## src/rtl/ibex_lsu_split.sv

```systemverilog
// rtl/ibex_lsu_split.sv - load/store unit with word-crossing split, data alignment and extension
module ibex_lsu_split #(
    parameter bit MisalignedEn = 1'b1
) (
    input  logic        clk_i,
    input  logic        rst_ni,
    input  logic        lsu_req_i,
    input  logic        lsu_we_i,
    input  logic [1:0]  lsu_type_i,
    input  logic        lsu_sign_ext_i,
    input  logic [31:0] lsu_wdata_i,
    input  logic [31:0] adder_result_ex_i,
    output logic        data_req_o,
    input  logic        data_gnt_i,
    input  logic        data_rvalid_i,
    input  logic        data_err_i,
    output logic [31:0] data_addr_o,
    output logic        data_we_o,
    output logic [3:0]  data_be_o,
    output logic [31:0] data_wdata_o,
    input  logic [31:0] data_rdata_i,
    output logic [31:0] lsu_rdata_o,
    output logic        lsu_resp_valid_o,
    output logic        load_err_o,
    output logic        store_err_o,
    output logic        lsu_busy_o
);

    typedef enum logic [2:0] {IDLE, WAIT_GNT_1, WAIT_RV_1, WAIT_GNT_2, WAIT_RV_2} state_e;

    // Byte enables of the first (or only) bus transaction; type 11 falls into the word case.
    function automatic logic [3:0] be_first(input logic [1:0] ty, input logic [1:0] off);
        logic [3:0] be;
        case (ty)
            2'b10:   be = 4'b0001 << off;
            2'b01: begin
                case (off)
                    2'd0:    be = 4'b0011;
                    2'd1:    be = 4'b0110;
                    2'd2:    be = 4'b1100;
                    default: be = 4'b1000;
                endcase
            end
            default: be = 4'b1111 << off;
        endcase
        return be;
    endfunction

    // Byte enables of the second transaction of a split access.
    function automatic logic [3:0] be_second(input logic [1:0] ty, input logic [1:0] off);
        logic [3:0] be;
        be = 4'b0000;
        if (ty == 2'b01) begin
            be = 4'b0001;
        end else if (ty != 2'b10) begin
            case (off)
                2'd1:    be = 4'b0001;
                2'd2:    be = 4'b0011;
                2'd3:    be = 4'b0111;
                default: be = 4'b0000;
            endcase
        end
        return be;
    endfunction

    function automatic logic is_split(input logic [1:0] ty, input logic [1:0] off);
        logic s;
        case (ty)
            2'b01:   s = (off == 2'd3);
            2'b10:   s = 1'b0;
            default: s = (off != 2'd0);
        endcase
        return s;
    endfunction

    state_e      state;
    logic [31:0] addr_q;
    logic [3:0]  be_q;
    logic [31:0] wdata_q;
    logic        we_q;
    logic [1:0]  type_q;
    logic        sign_q;
    logic [1:0]  off_q;
    logic [31:0] rdata1_q;
    logic        err_pend_q;

    logic [1:0]  in_off;
    logic        in_split;
    logic [3:0]  in_be;
    logic [31:0] in_wdata;
    logic        accept;
    logic        issue_idle;
    logic [31:0] addr_next;
    logic [3:0]  be_next;
    logic        split_q;
    logic        rv1_err;
    logic        rv2;
    logic        resp_err;
    logic [31:0] r_word;
    logic [31:0] r_ext;

    assign in_off     = adder_result_ex_i[1:0];
    assign in_split   = is_split(lsu_type_i, in_off);
    assign in_be      = be_first(lsu_type_i, in_off);
    assign in_wdata   = 32'({lsu_wdata_i, lsu_wdata_i} >> (6'd32 - {1'b0, in_off, 3'b000}));
    assign accept     = (state == IDLE) && !err_pend_q && lsu_req_i;
    assign issue_idle = accept && (MisalignedEn || !in_split);
    assign addr_next  = addr_q + 32'd4;
    assign be_next    = be_second(type_q, off_q);
    assign split_q    = is_split(type_q, off_q);

    // Bus outputs: straight from the inputs in IDLE, from the captured registers otherwise.
    always_comb begin
        data_req_o   = 1'b0;
        data_addr_o  = 32'd0;
        data_be_o    = 4'd0;
        data_we_o    = 1'b0;
        data_wdata_o = 32'd0;
        case (state)
            IDLE: begin
                if (issue_idle) begin
                    data_req_o   = 1'b1;
                    data_addr_o  = {adder_result_ex_i[31:2], 2'b00};
                    data_be_o    = in_be;
                    data_we_o    = lsu_we_i;
                    data_wdata_o = in_wdata;
                end
            end
            WAIT_RV_1: begin
                data_req_o   = data_rvalid_i && !data_err_i;
                data_addr_o  = addr_next;
                data_be_o    = be_next;
                data_we_o    = we_q;
                data_wdata_o = wdata_q;
            end
            default: begin
                data_req_o   = (state == WAIT_GNT_1) || (state == WAIT_GNT_2);
                data_addr_o  = addr_q;
                data_be_o    = be_q;
                data_we_o    = we_q;
                data_wdata_o = wdata_q;
            end
        endcase
    end

    // Response path: completion, error qualification and load data alignment/extension.
    always_comb begin
        rv1_err  = (state == WAIT_RV_1) && data_rvalid_i && data_err_i;
        rv2      = (state == WAIT_RV_2) && data_rvalid_i;
        resp_err = err_pend_q || rv1_err || (rv2 && data_err_i);
        r_word   = 32'({(split_q ? data_rdata_i : 32'd0), (split_q ? rdata1_q : data_rdata_i)}
                       >> {off_q, 3'b000});
        case (type_q)
            2'b10:   r_ext = {{24{sign_q & r_word[7]}}, r_word[7:0]};
            2'b01:   r_ext = {{16{sign_q & r_word[15]}}, r_word[15:0]};
            default: r_ext = r_word;
        endcase
        lsu_resp_valid_o = err_pend_q || rv1_err || rv2;
        load_err_o       = resp_err && !we_q;
        store_err_o      = resp_err && we_q;
        lsu_rdata_o      = (rv2 && !data_err_i && !we_q) ? r_ext : 32'd0;
        lsu_busy_o       = (state != IDLE) || err_pend_q;
    end

    // Access sequencing: capture on acceptance, walk through one or two bus transactions.
    always_ff @(posedge clk_i or negedge rst_ni) begin
        if (!rst_ni) begin
            state      <= IDLE;
            addr_q     <= 32'd0;
            be_q       <= 4'd0;
            wdata_q    <= 32'd0;
            we_q       <= 1'b0;
            type_q     <= 2'd0;
            sign_q     <= 1'b0;
            off_q      <= 2'd0;
            rdata1_q   <= 32'd0;
            err_pend_q <= 1'b0;
        end else begin
            err_pend_q <= 1'b0;
            case (state)
                IDLE: begin
                    if (accept) begin
                        addr_q  <= {adder_result_ex_i[31:2], 2'b00};
                        be_q    <= in_be;
                        wdata_q <= in_wdata;
                        we_q    <= lsu_we_i;
                        type_q  <= lsu_type_i;
                        sign_q  <= lsu_sign_ext_i;
                        off_q   <= in_off;
                        if (!issue_idle) begin
                            err_pend_q <= 1'b1;
                        end else if (in_split) begin
                            state <= data_gnt_i ? WAIT_RV_1 : WAIT_GNT_1;
                        end else begin
                            state <= data_gnt_i ? WAIT_RV_2 : WAIT_GNT_2;
                        end
                    end
                end
                WAIT_GNT_1: if (data_gnt_i) state <= WAIT_RV_1;
                WAIT_RV_1: begin
                    if (data_rvalid_i) begin
                        if (data_err_i) begin
                            state <= IDLE;
                        end else begin
                            rdata1_q <= data_rdata_i;
                            addr_q   <= addr_next;
                            be_q     <= be_next;
                            state    <= data_gnt_i ? WAIT_RV_2 : WAIT_GNT_2;
                        end
                    end
                end
                WAIT_GNT_2: if (data_gnt_i) state <= WAIT_RV_2;
                WAIT_RV_2:  if (data_rvalid_i) state <= IDLE;
                default:    state <= IDLE;
            endcase
        end
    end

endmodule

```

## config.mk

```make
export PLATFORM = sky130hd
export DESIGN_NAME = ibex_lsu_split
export DESIGN_NICKNAME = d
export VERILOG_FILES = /design/src/rtl/ibex_lsu_split.sv
export SDC_FILE = /design/constraint.sdc
export NUM_CORES = 1
export LEC_CHECK = 0
export ABC_AREA = 1
export CAP_MARGIN = 40
export CORE_ASPECT_RATIO = 2
export CORE_MARGIN = 4
export CORE_UTILIZATION = 45
export DETAILED_ROUTE_END_ITERATION = 10
export PLACE_DENSITY = 0.75
export SLEW_MARGIN = 15
export SYNTH_ARGS = -nofsm -noshare
export SYNTH_HDL_FRONTEND = slang
export SYNTH_SLANG_ARGS = --single-unit
```

## constraint.sdc

```tcl
create_clock -name clk_i -period 3.9 [get_ports clk_i]
set_input_delay 0.78 -clock clk_i [delete_from_list [all_inputs] [get_ports clk_i]]
set_output_delay 0.78 -clock clk_i [all_outputs]
set_load 0.01 [all_outputs]
```

== Word-level counts from Yosys, hierarchy flattened ==
Cells that the tools add are included.

* Logic and storage cells: 103
* Output and inout bits: 106
* Bits in registers: 109

* $add $sub $neg: 2
* Shift-type cells: 4
* Bitwise logic cells: 3
* Reductions and logical operators: 25
* Equality and inequality tests: 21
* Multiplexer cells: 39

{| class="wikitable"
|+ Operator list
! kind !! number
|-
| two-way mux 32 bit || 9
|-
| one-hot mux 32 bit (2 select lines) || 3
|-
| right shift 64 x 5 -> 32 bit || 1
|-
| right shift 64 x 6 -> 32 bit || 1
|-
| adder 32 x 3 -> 32 bit, second input constant || 1
|-
| two-way mux 3 bit || 10
|-
| one-hot mux 4 bit (2 select lines) || 3
|-
| two-way mux 4 bit || 4
|-
| one-hot mux 3 bit (5 select lines) || 1
|-
| != test 2 bit, second input constant || 7
|-
| == test 2 bit, second input constant || 6
|-
| one-hot mux 4 bit (3 select lines) || 1
|-
| logical AND 1 bit || 10
|-
| one-hot mux 3 bit (3 select lines) || 1
|-
| == test 2 x 1 -> 1 bit, second input constant || 4
|-
| == test 3 x 2 -> 1 bit, second input constant || 2
|-
| one-hot mux 1 bit (2 select lines) || 3
|-
| nonzero test 2 bit || 3
|-
| subtractor 6 x 5 -> 6 bit, first input constant || 1
|-
| AND reduction 5 bit || 1
|-
| AND reduction 4 bit || 1
|-
| << shifter 1 x 2 -> 4 bit, first input constant || 1
|-
| << shifter 4 x 2 -> 4 bit, first input constant || 1
|-
| == test 3 x 1 -> 1 bit, second input constant || 1
|-
| other kinds (12) || 18
|}

== Depth between registers and ports, before layout ==
* Word-level depth: 7
* Mapped depth: 14
* Mapped depth without buffers: 12

== Worst setup path before layout ==
Ideal clock, no wire load.

* Kind: input to output
* Start point: in adder_result_ex_i[0]
* End point: out data_wdata_o[17]
* Setup slack: 0.235 ns
* Buffers on the path: 4
* Stages: 12
* Required time: 3.120 ns
* Arrival: 2.885 ns
* Path through: buf_2 -> clkinv_1 -> clkbuf_1 -> ha_1 -> buf_2 -> clkinv_1 -> nor2_1 -> clkinv_1 -> buf_2 -> o22ai_1 -> nand2_1 -> o21ai_0

* Cells in the longest elaborated chain, start to end: 4

{| class="wikitable"
|+ Ends and longest elaborated chain
! element !! line !! RTL
|-
| start: declaration || 12 || <nowiki>input logic [31:0] adder_result_ex_i,</nowiki>
|-
| subtractor 6 x 5 -> 6 bit || 105 || <nowiki>assign in_wdata = 32'({lsu_wdata_i, lsu_wdata_i} >> (6'd32 - {1'b0, in_off, 3'b000}));</nowiki>
|-
| right shift 64 x 6 -> 32 bit || 105 ||
|-
| two-way mux 32 bit || 121 || <nowiki>if (issue_idle) begin</nowiki>
|-
| two-way mux 32 bit || 119 || <nowiki>case (state)</nowiki>
|-
| end: declaration || 20 || <nowiki>output logic [31:0] data_wdata_o,</nowiki>
|}

No other way between the ends.

== Worst setup path in the final report ==
* Start point: in adder_result_ex_i[1]
* End point: out data_wdata_o[9]

Same word-level chain as after synthesis.

==> flow_summary.yaml <==
critical_path:
  crit_family: "buffers and inverters"
  crit_buf_inv: 6
  worstSetupStartpoint: "adder_result_ex_i[1]"
  crit_chain: "clkdlybuf4s50_1 > inv_1 > ha_1 > clkinv_1 > buf_4 > buf_4 > nand3_1 > nand3_1 > o21ai_0 > clkdlybuf4s50_1"
  r2r_end: "addr_q[8]$_DFFE_PN0P_"
  worstPathMaxFanout: 16
  worst_ep_required_time_ns: 3.12
  slowest_delay_ns: 0.59
  critPathLaunchType: "primary input"
  regToRegStartpoint: "state[0]$_DFFE_PN0P_"
  end_kind: "output port"
  critical-path-slowest-cell: "clkdlybuf4s50_1"
  reg2reg_slack_ns: 1.83
  crit_arrival_ns: 2.97
  worstRegToRegCells: 10
  crit_type: "primary input to output port"
grt:
  grt_pass1_vias: 9195
  grt_usage: 0.286
  grt_pass1_wl_um: 46200
  overflow: 0
  grt_max_degree: 65
  antenna_found_initial: 1
pwr:
  power_frac_clock: 0.106
  p_leak_uw: 0.00520
  switching_share: 0.499
  p_sw_uw: 4420
  power.density_nw_per_um2: 807
  p_int_uw: 4430
  pwr-share-comb: 0.686
  peakVddDrop_mv: 0.435
  seqPwrFrac: 0.208
placed_design:
  port_buffers: 209
  gp_congestion: 1.01
  dp_cells: 1670
  place_hpwl_um: 22500
die:
  start_util: 0.459
  io_pins: 212
  std_cell_rows: 69
  coreArea_um2: 17800
  die_w_um: 103
  die_y_um: 198
  die_area_um2: 20500
final_layout:
  fin_cells: 1692
  utilization: 0.616
  layout_common_cells: "303 x nand2_1, 186 x clkdlybuf4s50_1, 155 x o21ai_0"
  layout.nets: 1591
  drive_above_1_share: 0.0663
  layout_commonest_cell: "nand2_1"
  syn_to_final_growth_pct: 34.4
  fillCellCount: 1699
  area.sequential_um2: 2480
  multi_input_area_um2: 4780
hold_path:
  hold_class: "primary input to asynchronous set/reset pin"
cts:
  clock-sinks: 99
  h-tree-depth: 3
  clock_path_buffers: 2
  cts.clk_slew.worst_paths_ns: 0.07
  ctsHoldBuffers: 0
  cts_tree: "yes"
  numCtsBuffers: 9
  root_buffer: "clkbuf_16"
  clk_latency_ns: 0.35
routing:
  drt_wl_total_um: 30000
  drt-pass1-iter-count: 6
  drt-initial-drc-count: 662
  ant_nets: 0
  wire_per_inst_um: 17.7
  via_count: 9604
  avgViaCountPerCell: 5.68
  drcViolationCount: 0
sta:
  final_max_slew_viol_count: 0
  finalHoldViolations: 0
  skew_ns: 0.0100
  slew_headroom: 0.585
  final.min_clock_period_ns: 3.75
  fmax_mhz: 267
  setup_viol: 0
  final.period_utilization: 0.962
  worst_slew_pin_slew_ns: 0.622
synthesis:
  yosys_warnings: 0
  syn_area_um2: 8160
  synth_top_area_frac: 0.304
  synth-edff-count: 0
  synthCells: 1286
  yosys_register_bits: 99
  avgSynthCellArea_um2: 6.34
  synth-main-ff-cell: "dfrtp_1"
  ys_seq_area_frac: 0.304
  ys_types: 44
  synth_area_leaders: "dfrtp_1 30%, nand2_1 14%, o21ai_0 9.7%"
  synthArstFlopShare: 1.00
  synth_top_area_cell: "dfrtp_1"
job:
  timing.max_cap.violations: 0
run_status:
  status: "complete, no violations"
## area by class of cell
class                           count  share of cell area
Inverter                          155              0.0533
Timing Repair Buffer              251               0.233
Antenna cell                        1            0.000228
Multi-Input combinational cell    957               0.436
Clock buffer                        9              0.0206
Sequential cell                    99               0.226
Clock inverter                      7             0.00697
Tap cell                          213              0.0243
## state kept, by name (all words and copies together), names as in the netlist
| name | count |
|---|---|
| rdata1_q | 24 |
| wdata_q | 32 |
| type_q | 2 |
| off_q | 2 |
| sign_q | 1 |
| we_q | 1 |
| addr_q | 30 |
| be_q | 4 |
| state | 3 |
## worst max path at each step
stage | endpoint | cells after the start
floorplan | data_wdata_o[17] | 12
global placement | data_wdata_o[29] | 11
detailed placement | data_wdata_o[29] | 11
CTS | data_wdata_o[27] | 11
global route | lsu_rdata_o[18] | 13
finish | data_wdata_o[9] | 10
## per-stage QoR
stage	area (µm²)	total power [µW]	TNS, ns	worst slack (ns)	hold slack, ns
floorplan	8160	5330	0	0.235	0.453
global placement	10400	7520	-0.0155	-0.0155	0.468
detailed placement	10500	7580	-0.0529	-0.0385	0.475
CTS	10800	8560	0	0.00123	0.278
global route	11000	9570	-0.102	-0.0287	0.281
finish	11000	8840	0	0.149	0.279
## worst reg2reg max path, cell delays in order, from the launching register on
cell and delay [ns]:
dfrtp_1 0.41, nor2_2 0.18, nand2_1 0.09, buf_4 0.27, nor2_2 0.19, nand2_1 0.10
nand2_1 0.10, inv_2 0.04, buf_4 0.25, a211oi_1 0.27, a21oi_1 0.06
## synth_stat cells, drive strengths merged, types with 9 or more instances
cell / instances
o21ai: 183
or2: 9
nor2: 111
a21oi: 118
mux2i: 15
a22oi: 12
o211ai: 35
dfrtp: 99
nand2: 306
o22ai: 18
buf: 39
ha: 12
nand3: 94
inv: 152
nor3: 15
clkbuf: 37
## timing repair
item                                    CTS  global route
endpoints found under the setup margin    5            45
resized for setup                         4            31
pin swaps                                 0             3
gates cloned                              0             2
hold endpoints to repair                  0             0
setup buffers                             0             3
## power groups by stage
stage,sequential [µW],clock (µW),combinational (µW)
finish,1840,935,6070
global route,1900,1000,6670
CTS,1830,956,5770
detailed placement,1840,0,5740
global placement,1830,0,5690
floorplan,1750,0,3580
## per-layer routing
layer	up-vias	track usage	share of wire	wire, µm
li1	4654	-	-	-
met1	4410	0.322	0.36	10800
met2	452	0.515	0.53	15800
met3	88	0.0456	0.066	1990
met4	0	0.132	0.050	1490
met5	-	0	0	0
## logic make-up (layout without fill, tap and decap cells)
family          Yosys count  after routing  share of synthesized area
fa+ha+maj                12             12                     0.0184
other cells               1              3                   0.000460
mux                      16             16                     0.0198
compound gates          382            382                      0.258
flops                    99             99                      0.304
buf+inv                 231            422                      0.117
xor+xnor                  1              1                    0.00107
simple gates            544            544                      0.281
No activity file was read; power rests on OpenSTA's default activity.
